**src/rtl/ci_boxcar_pkg.sv**
```systemverilog
// Shared definitions for the triggered boxcar averager: state codes, register-bank
// layout and default widths.
package ci_boxcar_pkg;

  localparam int DEFAULT_DATA_W       = 16;
  localparam int DEFAULT_MAX_LOG2_LEN = 12;

  localparam int CTRL_LEN_W   = 4;
  localparam int CTRL_DELAY_W = 16;

  // control word indices and control[0] bit positions
  localparam int CTRL_MODE  = 0;
  localparam int CTRL_LEN   = 1;
  localparam int CTRL_DELAY = 2;

  localparam int BIT_ENABLE  = 0;
  localparam int BIT_SW_TRIG = 1;
  localparam int BIT_SINGLE  = 2;
  localparam int BIT_CLEAR   = 3;

  // status word indices
  localparam int STAT_STATE      = 0;
  localparam int STAT_DONE_CNT   = 1;
  localparam int STAT_MISSED_CNT = 2;
  localparam int STAT_MEAN0      = 3;

  typedef enum logic [2:0] {
    ST_IDLE  = 3'd0,
    ST_ARMED = 3'd1,
    ST_DELAY = 3'd2,
    ST_ACCUM = 3'd3,
    ST_DONE  = 3'd4
  } state_e;

  function automatic logic [31:0] sat_inc(input logic [31:0] v);
    return (v == 32'hFFFF_FFFF) ? v : v + 32'd1;
  endfunction

endpackage

```
**src/rtl/boxcar_channel.sv**
```systemverilog
// One boxcar channel: signed accumulator plus the held, arithmetically shifted mean.
module boxcar_channel
  import ci_boxcar_pkg::*;
#(
  parameter int DATA_W       = DEFAULT_DATA_W,
  parameter int MAX_LOG2_LEN = DEFAULT_MAX_LOG2_LEN
) (
  input  logic                         clk,
  input  logic                         reset,
  input  logic signed [DATA_W-1:0]     sample,
  input  logic                         start,
  input  logic                         accumulate,
  input  logic                         commit,
  input  logic [CTRL_LEN_W-1:0]        l,
  output logic signed [DATA_W-1:0]     mean
);

  localparam int ACC_W = DATA_W + MAX_LOG2_LEN;

  logic signed [ACC_W-1:0]  acc_q, acc_d, sample_ext, shifted;
  logic signed [DATA_W-1:0] mean_q, mean_d;

  assign sample_ext = {{MAX_LOG2_LEN{sample[DATA_W-1]}}, sample};

  // The final sample and the commit share a cycle, so the mean is taken from acc_d.
  always_comb begin
    acc_d = acc_q;
    if (start) begin
      acc_d = sample_ext;
    end else if (accumulate) begin
      acc_d = acc_q + sample_ext;
    end
    shifted = acc_d >>> l;
    mean_d  = commit ? shifted[DATA_W-1:0] : mean_q;
  end

  always_ff @(posedge clk) begin
    if (reset) begin
      acc_q  <= '0;
      mean_q <= '0;
    end else begin
      acc_q  <= acc_d;
      mean_q <= mean_d;
    end
  end

  assign mean = mean_q;

endmodule

```
**src/rtl/custom_instrument_boxcar.sv**
```systemverilog
// Triggered multi-channel boxcar averager for the Custom Instrument slot: trigger
// detection, capture FSM, delay/window counting, event counters and status bank.
module custom_instrument_boxcar
  import ci_boxcar_pkg::*;
#(
  parameter int NCH          = 4,
  parameter int DATA_W       = DEFAULT_DATA_W,
  parameter int MAX_LOG2_LEN = DEFAULT_MAX_LOG2_LEN
) (
  input  logic                    clk,
  input  logic                    reset,
  input  logic [31:0]             sync,
  input  logic [NCH*DATA_W-1:0]   din,
  input  logic                    exttrig,
  output logic [NCH*DATA_W-1:0]   dout,
  output logic [NCH-1:0]          dout_interp,
  input  logic [31:0]             control [0:15],
  output logic [31:0]             status  [0:15]
);

  state_e state_q, state_d;
  logic exttrig_q, sw_trig_q, enable_q;
  logic [CTRL_LEN_W-1:0]   l_q, l_d, l_clamped;
  logic [CTRL_DELAY_W-1:0] d_q, d_d, cnt_q, cnt_d, win_len;
  logic [31:0] done_cnt_q, done_cnt_d, missed_cnt_q, missed_cnt_d;
  logic enable, sw_trig, single_shot, clear_counts, trig;
  logic start, accumulate, commit, missed_inc;
  logic signed [DATA_W-1:0] mean [NCH];
  logic unused_inputs;

  assign enable       = control[CTRL_MODE][BIT_ENABLE];
  assign sw_trig      = control[CTRL_MODE][BIT_SW_TRIG];
  assign single_shot  = control[CTRL_MODE][BIT_SINGLE];
  assign clear_counts = control[CTRL_MODE][BIT_CLEAR];
  assign trig = (exttrig & ~exttrig_q) | (sw_trig & ~sw_trig_q);
  assign l_clamped = (int'(control[CTRL_LEN][CTRL_LEN_W-1:0]) > MAX_LOG2_LEN) ?
                     CTRL_LEN_W'(MAX_LOG2_LEN) : control[CTRL_LEN][CTRL_LEN_W-1:0];
  assign win_len = CTRL_DELAY_W'(1) << l_q;

  always_comb begin
    unused_inputs = (^sync) ^ (^control[CTRL_MODE][31:4]) ^ (^control[CTRL_LEN][31:4]) ^
                    (^control[CTRL_DELAY][31:16]);
    for (int i = 3; i < 16; i++) begin
      unused_inputs = unused_inputs ^ (^control[i]);
    end
  end

  // cnt_q counts delay cycles in DELAY and sample index in ACCUM; enable low overrides all.
  always_comb begin
    state_d    = state_q;
    l_d        = l_q;
    d_d        = d_q;
    cnt_d      = cnt_q;
    start      = 1'b0;
    accumulate = 1'b0;
    commit     = 1'b0;
    missed_inc = 1'b0;
    if (!enable) begin
      state_d = ST_IDLE;
    end else begin
      case (state_q)
        ST_IDLE: begin
          if (!enable_q) state_d = ST_ARMED;
        end
        ST_ARMED: begin
          if (trig) begin
            l_d     = l_clamped;
            d_d     = control[CTRL_DELAY][CTRL_DELAY_W-1:0];
            cnt_d   = '0;
            state_d = (control[CTRL_DELAY][CTRL_DELAY_W-1:0] == '0) ? ST_ACCUM : ST_DELAY;
          end
        end
        ST_DELAY: begin
          missed_inc = trig;
          if (cnt_q == d_q - CTRL_DELAY_W'(1)) begin
            cnt_d   = '0;
            state_d = ST_ACCUM;
          end else begin
            cnt_d = cnt_q + CTRL_DELAY_W'(1);
          end
        end
        ST_ACCUM: begin
          missed_inc = trig;
          start      = (cnt_q == '0);
          accumulate = (cnt_q != '0);
          if (cnt_q == win_len - CTRL_DELAY_W'(1)) begin
            commit  = 1'b1;
            cnt_d   = '0;
            state_d = ST_DONE;
          end else begin
            cnt_d = cnt_q + CTRL_DELAY_W'(1);
          end
        end
        ST_DONE: begin
          missed_inc = trig;
          state_d    = single_shot ? ST_IDLE : ST_ARMED;
        end
        default: state_d = ST_IDLE;
      endcase
    end

    if (clear_counts) begin
      done_cnt_d   = '0;
      missed_cnt_d = '0;
    end else begin
      done_cnt_d   = commit ? sat_inc(done_cnt_q) : done_cnt_q;
      missed_cnt_d = missed_inc ? sat_inc(missed_cnt_q) : missed_cnt_q;
    end
  end

  always_ff @(posedge clk) begin
    if (reset) begin
      state_q      <= ST_IDLE;
      exttrig_q    <= 1'b0;
      sw_trig_q    <= 1'b0;
      enable_q     <= 1'b0;
      l_q          <= '0;
      d_q          <= '0;
      cnt_q        <= '0;
      done_cnt_q   <= '0;
      missed_cnt_q <= '0;
    end else begin
      state_q      <= state_d;
      exttrig_q    <= exttrig;
      sw_trig_q    <= sw_trig;
      enable_q     <= enable;
      l_q          <= l_d;
      d_q          <= d_d;
      cnt_q        <= cnt_d;
      done_cnt_q   <= done_cnt_d;
      missed_cnt_q <= missed_cnt_d;
    end
  end

  for (genvar k = 0; k < NCH; k++) begin : g_ch
    boxcar_channel #(
      .DATA_W       (DATA_W),
      .MAX_LOG2_LEN (MAX_LOG2_LEN)
    ) u_channel (
      .clk        (clk),
      .reset      (reset),
      .sample     (din[k*DATA_W +: DATA_W]),
      .start      (start),
      .accumulate (accumulate),
      .commit     (commit),
      .l          (l_q),
      .mean       (mean[k])
    );
    assign dout[k*DATA_W +: DATA_W] = mean[k];
  end

  assign dout_interp = '0;

  always_comb begin
    for (int i = 0; i < 16; i++) begin
      status[i] = '0;
    end
    status[STAT_STATE]      = {29'b0, state_q};
    status[STAT_DONE_CNT]   = done_cnt_q;
    status[STAT_MISSED_CNT] = missed_cnt_q;
    for (int k = 0; k < NCH; k++) begin
      status[STAT_MEAN0 + k] = 32'(mean[k]);
    end
  end

endmodule

```
**config.mk**
```make
export PLATFORM = sky130hd
export DESIGN_NAME = custom_instrument_boxcar
export DESIGN_NICKNAME = d
export VERILOG_FILES = /design/src/rtl/ci_boxcar_pkg.sv /design/src/rtl/boxcar_channel.sv /design/src/rtl/custom_instrument_boxcar.sv
export SDC_FILE = /design/constraint.sdc
export NUM_CORES = 1
export LEC_CHECK = 0
export CORE_AREA = 5 5 464 466
export DETAILED_ROUTE_END_ITERATION = 8
export DIE_AREA = 0 0 469 471
export PLACE_DENSITY_LB_ADDON = 0.1
export RECOVER_POWER = 100
export SYNTH_ARGS = -nofsm -noshare
export SYNTH_HDL_FRONTEND = slang
export SYNTH_SLANG_ARGS = --single-unit
export TNS_END_PERCENT = 50
```
**constraint.sdc**
```tcl
create_clock -name clk -period 7.1 [get_ports clk]
set_input_delay 1.42 -clock clk [delete_from_list [all_inputs] [get_ports clk]]
set_output_delay 1.42 -clock clk [all_outputs]
set_load 0.05 [all_outputs]
```
Yosys cells after proc, flatten, opt, wreduce, memory -nomap -nowiden. Cells that the tools add are included.

Output and inout bits: 580. Word-level logic and storage cells: 94. Register bits after elaboration: 282.

Bitwise operators: 8. Equality and inequality tests: 12. Mux-type cells: 29. Add/subtract/negate cells: 9. Order comparisons: 1. Reductions and logical operators: 13. Shifts and indexed selects: 5.

Operators by type and width (count): $mux 28 (8); $add 28x16->28 (4); $sshr 28x4->16 (4); $add 32x1->32 const B (2); $eq 32x32->1 const B (2); $mux 16 (3); $pmux 16 s3 (1); $eq 16x16->1 (2); $logic_not 16->1 (2); $sub 16x1->16 const B (2); $add 16x1->16 const B (1); $reduce_bool 16->1 (1); $shl 1x4->16 const A (1); $pmux 3 s5 (1); $mux 3 (4); $mux 1 (11); $ne 2x2->1 const B (4); $eq 3x2->1 const B (2); $reduce_and 3->1 (2); $not 1->1 (5); $gt 4x4->1 const B (1); $mux 4 (1); $reduce_and 2->1 (2); $reduce_and 4->1 (1); other kinds (8) (10).

Longest topological paths before layout. Gate-level depths: netlist of the first run.

Depth after elaboration: 7. Gate-level depth with buffers: 21.

Cells and area by module. Synthesis of the first run repeated with hierarchy kept, for this count alone.

Cells, all modules: 3996. Area total of the unflattened synthesis: 29772.3 um^2.

Modules (own cells, without submodules): boxcar_channel at g_ch[1].u_channel ... (cells an instance 700, times used 3, seq. area each 880.8 um^2, area each 5069.9 um^2); custom_instrument_boxcar (cells an instance 1203, times used 1, seq. area each 2122.0 um^2, area each 9507.9 um^2); boxcar_channel at g_ch[0].u_channel (cells an instance 693, times used 1, seq. area each 880.8 um^2, area each 5054.8 um^2).

Worst setup path before layout of the first run. Ideal clock, no wire load.

Kind: reg-to-reg. Start point: reg l_q[0]. End point: reg done_cnt_q[27]. Data required time: 6.972 ns. Slack: 2.298 ns. Data arrival time: 4.674 ns. Buffers on the path: 8. Stages on the path, launching flop included: 21. Cells stage by stage: dfxtp_1 buf_2 buf_2 buf_1 clkbuf_1 clkbuf_1 buf_1 nand2_1 ha_1 buf_2 buf_1 xor2_1 xnor2_1 nand4_1 a2111oi_0 nand4b_1 or4_4 nor2_4 and3_1 xnor2_1 nor2_1.

Cells in the longest elaborated chain, start to end: 7.

Ends and longest elaborated chain: from (decl) (RTL line custom_instrument_boxcar.sv:23) `logic [CTRL_LEN_W-1:0] l_q, l_d, l_clamped;`; from (signal assigned) (RTL line custom_instrument_boxcar.sv:127) `l_q <= l_d;`; $shl 1x4->16 (RTL line custom_instrument_boxcar.sv:38) `assign win_len = CTRL_DELAY_W'(1) << l_q;`; $sub 16x1->16 (RTL line custom_instrument_boxcar.sv:86) `if (cnt_q == win_len - CTRL_DELAY_W'(1)) begin`; $eq 16x16->1 (RTL line custom_instrument_boxcar.sv:86); $mux 1 (RTL line custom_instrument_boxcar.sv:86); $mux 1 (RTL line custom_instrument_boxcar.sv:61) `case (state_q)`; $mux 1 (RTL line custom_instrument_boxcar.sv:58) `if (!enable) begin`; $reduce_and 2->1 (no line); to (signal assigned) (RTL line custom_instrument_boxcar.sv:130) `done_cnt_q <= done_cnt_d;`; to (decl) (RTL line custom_instrument_boxcar.sv:25) `logic [31:0] done_cnt_q, done_cnt_d, missed_cnt_q, missed_cnt_d;`.

No other way between the ends. A chain may end at the register's enable or synchronous reset.

==> metrics.cfg, run 1 <==
[yosys]
synthFlopType = dfxtp_1
synth_top_area_cell = dfxtp_1
synth.distinct_cells = 96
syn_inst = 3987
synth_edf_count = 0
async_flop_share_pct = 0
ys_ff_latch = 282
syn_area_um2 = 29000
synth_area_leaders = dfxtp_1 19%, buf_4 12%, nor2_1 6.1%
avgSynthCellArea_um2 = 7.27
yosysMostFrequentCell = nor2_1
synthTopCellsByCount = 468 x nor2_1, 454 x buf_4, 366 x nand2_1
yosys_warnings = 0
yosysTopAreaCellShare_pct = 19.5
yosysSeqAreaShare_pct = 19.5

[cts]
ctsHoldBuffers = 0
postCtsSetupBuffers = 0
htree_levels = 2
clock_path_buffers = 3
cts_tree = yes
clk_pin_slew_ns = 0.06
root_buffer = clkbuf_16
cts_buffers = 46
clk_latency_ns = 0.63
cts_sinks = 282
cts_resized = 0

[timing]
hold_viol = 0
drv_slew = 208
hold_ws_ns = 0.491
fin_setup_tns_ns = 0
fin_crit_sh_pct = 84.8
clock_skew_ns = 0.0297
rsz0062_at_grt = false
relSlewSlack_pct = -158
max_freq_mhz = 166
setup_viol = 0
fin_crit_ns = 6.02
worst_slew_pin_slew_ns = 3.88

[global_routing]
antenna_found_initial = 30
grt_pass1_vias = 28400
track_usage_pct = 13.8
grt_pass1_wl_mm = 224
grt_max_degree = 98
overflow = 0

[power]
leakagePower_uw = 0.0138
total_power_uw = 4880
powerDensity_nw_per_um2 = 139
vdd_drop_max_mv = 0.161

[routing]
wirelength_mm = 162
post_drt_wl_per_cell_um = 23.2
viasPerCell = 4.27
dr.pass1.iters = 7
vias = 29700
drc = 0
ant_nets = 0
drtIter0Drc = 2079

[critical_path]
crit_fanout = 68
cp-end-kind = flip-flop
reg2reg_depth = 10
crit_type = in -> reg
start_kind = input port
critPathArrivalTime_ns = 6.49
required_ns = 7.58

[placement]
place_congestion = 0.785
hpwlAfterDp_mm = 126
io_buffers = 349

[worst_hold_path]
worstHoldPathCells = 2
hold_class = reg -> reg

[finish]
fill_cells = 24100
drive_gt1_share_pct = 6.18
nNetsFinal = 4822
area_growth_pct = 20.9

[die]
io_pins = 1191
design.die.area_um2 = 221000
dieHeight_um = 471
core-area_um2 = 211000
initial_core_util_pct = 13.8
placementRows = 169
dieWidth_um = 469

[outcome]
violations = capacitance limit, slew limit
outcome = finished, violations left

[flow_run]
drv_cap = 5

[where the power goes]
group | internal (uW) | switching (uW) | total [uW] | leakage (uW)
clock network | 1400 | 970 | 2370 | 0.000735
registers | 1590 | 15.1 | 1600 | 0.00228
logic | 184 | 721 | 905 | 0.0108
[metrics by stage]
step / utilization (%) / std cells / area [um^2] / setup slack (ns)
floorplan: - / 4307 / 30200 / 2.30
finish: 16.6 / 6957 / 35100 / 1.08
detailed placement: 15.9 / 6866 / 33600 / 1.12
global placement: 15.9 / 6866 / 33600 / 1.09
CTS: 16.6 / 6945 / 35100 / 1.76
global route: 16.6 / 6947 / 35000 / 0.778
[cell families after synthesis]
kind of cell	Yosys count	synth area share (%)
compound gates	1108	25.1
xor+xnor	136	4.11
fa+ha+maj	118	5.20
buf+inv	744	15.7
flops	282	19.5
mux	160	6.99
other cells	1	0.0129
simple gates	1438	23.4
[flip-flops by register name (all words and copies together), names as in the netlist]
signal / flops
exttrig_q: 1
g_ch.u_channel.mean: 64
l_q: 4
missed_cnt_q: 32
d_q: 16
sw_trig_q: 1
state_q: 3
enable_q: 1
g_ch.u_channel.acc_q: 112
cnt_q: 16
done_cnt_q: 32
[cell type report]
cell class / count / area, um^2 / area share, %
multi-input combinational: 3281 / 20000 / 57.1
sequential: 282 / 5660 / 16.1
timing repair buffer: 439 / 4160 / 11.9
tap: 2821 / 3530 / 10.1
clock buffer: 70 / 1380 / 3.94
inverter: 43 / 165 / 0.471
clock inverter: 9 / 116 / 0.332
antenna: 12 / 30.0 / 0.0857
[critical path, stage by stage]
cell      delay [ns]
clkbuf_2        1.33
clkbuf_1        2.30
or4_1           0.79
nor2_1          0.09
a221oi_1        0.28
o31ai_1         0.11
[routing by layer]
layer | global-route usage, % | up-vias | part of all wire [%]
li1 | - | 14100 | -
met1 | 19.3 | 14600 | 46
met2 | 22.9 | 941 | 46
met3 | 1.68 | 131 | 5.5
met4 | 2.79 | 16 | 1.9
met5 | 0 | - | 0.066
[cell usage in the layout, fill, tap and decap left out, types with 31 or more instances in the layout]
cell type	Yosys	routed
a21oi_1	252	252
o21a_1	36	36
a211oi_1	65	65
and3_1	56	56
dlygate4sd3_1	0	266
ha_1	114	114
nand2_1	366	366
o21ai_0	215	230
xnor2_1	66	66
nor3_1	107	106
nor2_1	468	465
nor4_1	43	43
or3_1	54	54
buf_4	454	76
mux4_2	31	31
a21o_1	73	73
o21ai_1	48	33
conb_1	1	321
inv_1	37	38
nand4_1	53	53
dfxtp_1	282	278
xor2_1	70	70
clkbuf_16	0	46
clkdlybuf4s50_1	0	82
o211ai_1	50	50
a31oi_1	41	41
mux2i_1	100	100
nand3_1	123	123
and2_1	33	31
[final timing paths]
| path | startpoint | endpoint | slack (ns) |
|---|---|---|---|
| worst max-delay path | reset | g_ch[1].u_channel.mean[2]$_SDFFE_PP0P_ | 1.08 |
| worst min-delay path | d_q[15]$_SDFFE_PP0P_ | d_q[15]$_SDFFE_PP0P_ | 0.49 |
| worst max register to register | l_q[2]$_SDFFE_PP0P_ | g_ch[3].u_channel.mean[12]$_SDFFE_PP0P_ | 1.22 |
| worst min register to register | d_q[15]$_SDFFE_PP0P_ | d_q[15]$_SDFFE_PP0P_ | 0.49 |
Power figures use the tool's default switching activity.
==> run 2, diff against run 1 <==
--- a/config.mk
+++ b/config.mk
@@ -5,9 +5,9 @@
 export SDC_FILE = /design/constraint.sdc
 export NUM_CORES = 1
 export LEC_CHECK = 0
-export CORE_AREA = 5 5 464 466
+export CORE_AREA = 5 5 465 467
 export DETAILED_ROUTE_END_ITERATION = 8
-export DIE_AREA = 0 0 469 471
+export DIE_AREA = 0 0 470 472
 export PLACE_DENSITY_LB_ADDON = 0.1
 export RECOVER_POWER = 100
 export SYNTH_ARGS = -nofsm -noshare
==> constraint.sdc (replaced) <==
create_clock -name clk -period 5.99 [get_ports clk]
set_input_delay 1.198 -clock clk [delete_from_list [all_inputs] [get_ports clk]]
set_output_delay 1.198 -clock clk [all_outputs]
set_load 0.05 [all_outputs]
==> metrics.cfg, run 2 (synthesis gave the netlist of run 1 again) <==
[critical_path]
required_ns = 6.53  ; -1.05 ns
cpPeakStageDelay_ns = 0.70  ; -1.60 ns
crit_type = in -> reg
cp-end-kind = flip-flop
slowest_stage = dlygate4sd3_1
crit_path_cell_trace = dlygate4sd3_1 > clkbuf_1 > ha_1 > o21ai_0 > nor2_1 > o41ai_1 > o21ai_0 > a41oi_1 > xor2_1 > nor3_1 > o32ai_1 > clkbuf_1 > a221oi_1 > buf_4 > a21o_1
critPathArrivalTime_ns = 5.96  ; -0.53 ns
start_kind = input port
crit_fanout = 13  ; -81%

[die]
design.die.area_um2 = 222000  ; +0.43%
placementRows = 169  ; unchanged
dieHeight_um = 472  ; +0.21%
initial_core_util_pct = 13.7  ; -0.028 points
core-area_um2 = 211000  ; +0.20%
io_pins = 1191  ; unchanged
dieWidth_um = 470  ; +0.21%

[routing]
viasPerCell = 4.26  ; -0.31%
dr.pass1.iters = 6  ; -1
post_drt_wl_per_cell_um = 23.0  ; -0.79%
drtIter0Drc = 1941  ; -6.6%
drc = 0  ; unchanged
vias = 29900  ; +0.59%
ant_nets = 0  ; unchanged
wirelength_mm = 162  ; +0.11%

[global_routing]
grt_pass1_vias = 28800  ; +1.3%
use_met2_pct = 23.2  ; +0.30 points
use_met3_pct = 1.56  ; -0.13 points
grt_pass1_wl_mm = 227  ; +1.4%
met1_usage_pct = 19.1  ; -0.13 points
grt_max_degree = 90  ; -8.2%
overflow = 0  ; unchanged
top_usage_layer = met2
antenna_found_initial = 25  ; -17%
track_usage_pct = 13.8  ; -0.047 points

[cts]
clk_pin_slew_ns = 0.06  ; about the same
cts_tree = yes
htree_levels = 2  ; unchanged
cts_resized = 0  ; unchanged
root_buffer = clkbuf_16
postCtsSetupBuffers = 0  ; unchanged
clock_path_buffers = 3  ; unchanged
ctsHoldBuffers = 0  ; unchanged
clk_latency_ns = 0.65  ; +0.02 ns
cts_sinks = 282  ; unchanged
cts_buffers = 47  ; +2.2%

[power]
powerDensity_nw_per_um2 = 164  ; +17%
vdd_drop_max_mv = 0.185  ; +15%
p_switching_uw = 2050  ; +20%
leakagePower_uw = 0.0140  ; +1.5%
power.internal_uw = 3750  ; +18%
seqPwrFrac_pct = 32.8  ; about the same
p_comb_share_pct = 18.8  ; +0.3 points
swShare_pct = 35.3  ; +0.36 points
clock_power_share_pct = 48.4  ; -0.2 points

[timing]
fin_crit_sh_pct = 90.4
relSlewSlack_pct = -68.6  ; +90 points
max_freq_mhz = 185
hold_viol = 0  ; unchanged
clock_skew_ns = 0.0365  ; +0.00687 ns
fin_crit_ns = 5.41
setup_viol = 0  ; unchanged
rsz0062_at_grt = false
hold_ws_ns = 0.502  ; +0.0106 ns
worst_slew_pin_slew_ns = 2.53  ; -1.35 ns
drv_slew = 81  ; -61%
fin_setup_tns_ns = 0  ; unchanged

[placement]
place_congestion = 0.793  ; +0.92%
io_buffers = 349  ; unchanged
hpwlAfterDp_mm = 126  ; +0.58%
place_area_um2 = 34100  ; +1.3%

[finish]
fill_cells = 24100  ; +0.042%
largest_reg_flops = 112  ; unchanged
layout_commonest_cell = nor2_1
area_growth_pct = 22.3
drive_gt1_share_pct = 6.81  ; +0.63 points
layout_common_cells = 467 x nor2_1, 366 x nand2_1, 321 x conb_1
nNetsFinal = 4877  ; +1.1%
regMostFlops = g_ch.u_channel.acc_q
design_area_um2 = 35500  ; +1.1%

[flow_run]
drv_cap = 2  ; -3

[outcome]
violations = capacitance limit, slew limit
outcome = finished, violations left

[worst_hold_path]
hold_class = reg -> reg

run 2: cell types whose count changed in the layout (fill, tap and decap cells not counted), moves of 3 or more:
cell | before | now
nor2_2 | 5 | 2
o21ai_0 | 230 | 226
buf_4 | 76 | 105
o21ai_1 | 33 | 37
and2_0 | 4 | 11
clkbuf_1 | 21 | 48
and2_1 | 31 | 24
clkbuf_8 | 14 | 8
clkinv_2 | 4 | 10
buf_12 | 3 | 7
run 2: critical path: cells and delay by family:
family                   cells  cell delay, ns
AND/OR/NAND/NOR              2            0.18
XOR/XNOR                     1            0.22
AO/OA/AOI/OAI                7            2.22
buffers and inverters        4            1.68
adder cells (fa/ha/maj)      1            0.44
run 2: power groups by stage:
| stage | Sequential, uW | Combinational (uW) | Clock [uW] |
|---|---|---|---|
| global placement | 1940 | 1100 | 0 |
| floorplan | 1940 | 978 | 0 |
| detailed placement | 1940 | 1090 | 0 |
| global route | 1900 | 1160 | 3000 |
| finish | 1900 | 1090 | 2810 |
| CTS | 1900 | 1100 | 2940 |
run 2: final timing paths:
path                              from  cells after the start  slack, ns                                 endpoint
setup / recovery               din[47]                     15       0.58  g_ch[2].u_channel.mean[14]$_SDFFE_PP0P_
hold / removal    d_q[15]$_SDFFE_PP0P_                      2       0.50                     d_q[15]$_SDFFE_PP0P_
setup reg to reg   l_q[1]$_SDFFE_PP0P_                     14       0.67              done_cnt_q[27]$_SDFFE_PP0P_
hold reg to reg   d_q[15]$_SDFFE_PP0P_                      2       0.50                     d_q[15]$_SDFFE_PP0P_
run 2: routing by layer:
layer,vias to the layer above,part of all wire [%]
li1,14200,-
met1,14700,47
met3,122,4.9
met4,8,1.5
met2,938,47
met5,-,0.028
run 2: area by class of cell:
class / instances / area [um^2] / area share [%]
inverters: 43 / 165 / 0.466
clock inverters: 16 / 174 / 0.491
well taps: 2821 / 3530 / 9.95
flip-flops and latches: 282 / 5650 / 15.9
clock buffers: 71 / 1350 / 3.80
repair buffers: 493 / 4540 / 12.8
diodes: 13 / 32.5 / 0.0917
multi-input cells: 3281 / 20000 / 56.4
run 2: through the flow:
stage	utilization (%)	cells	setup slack, ns	power, uW
finish	16.8	7020	0.576	5800
global route	16.8	7007	0.340	6060
CTS	16.8	7007	1.00	5930
detailed placement	16.1	6920	0.335	3030
global placement	16.1	6920	0.310	3040
floorplan	-	4307	1.19	2910
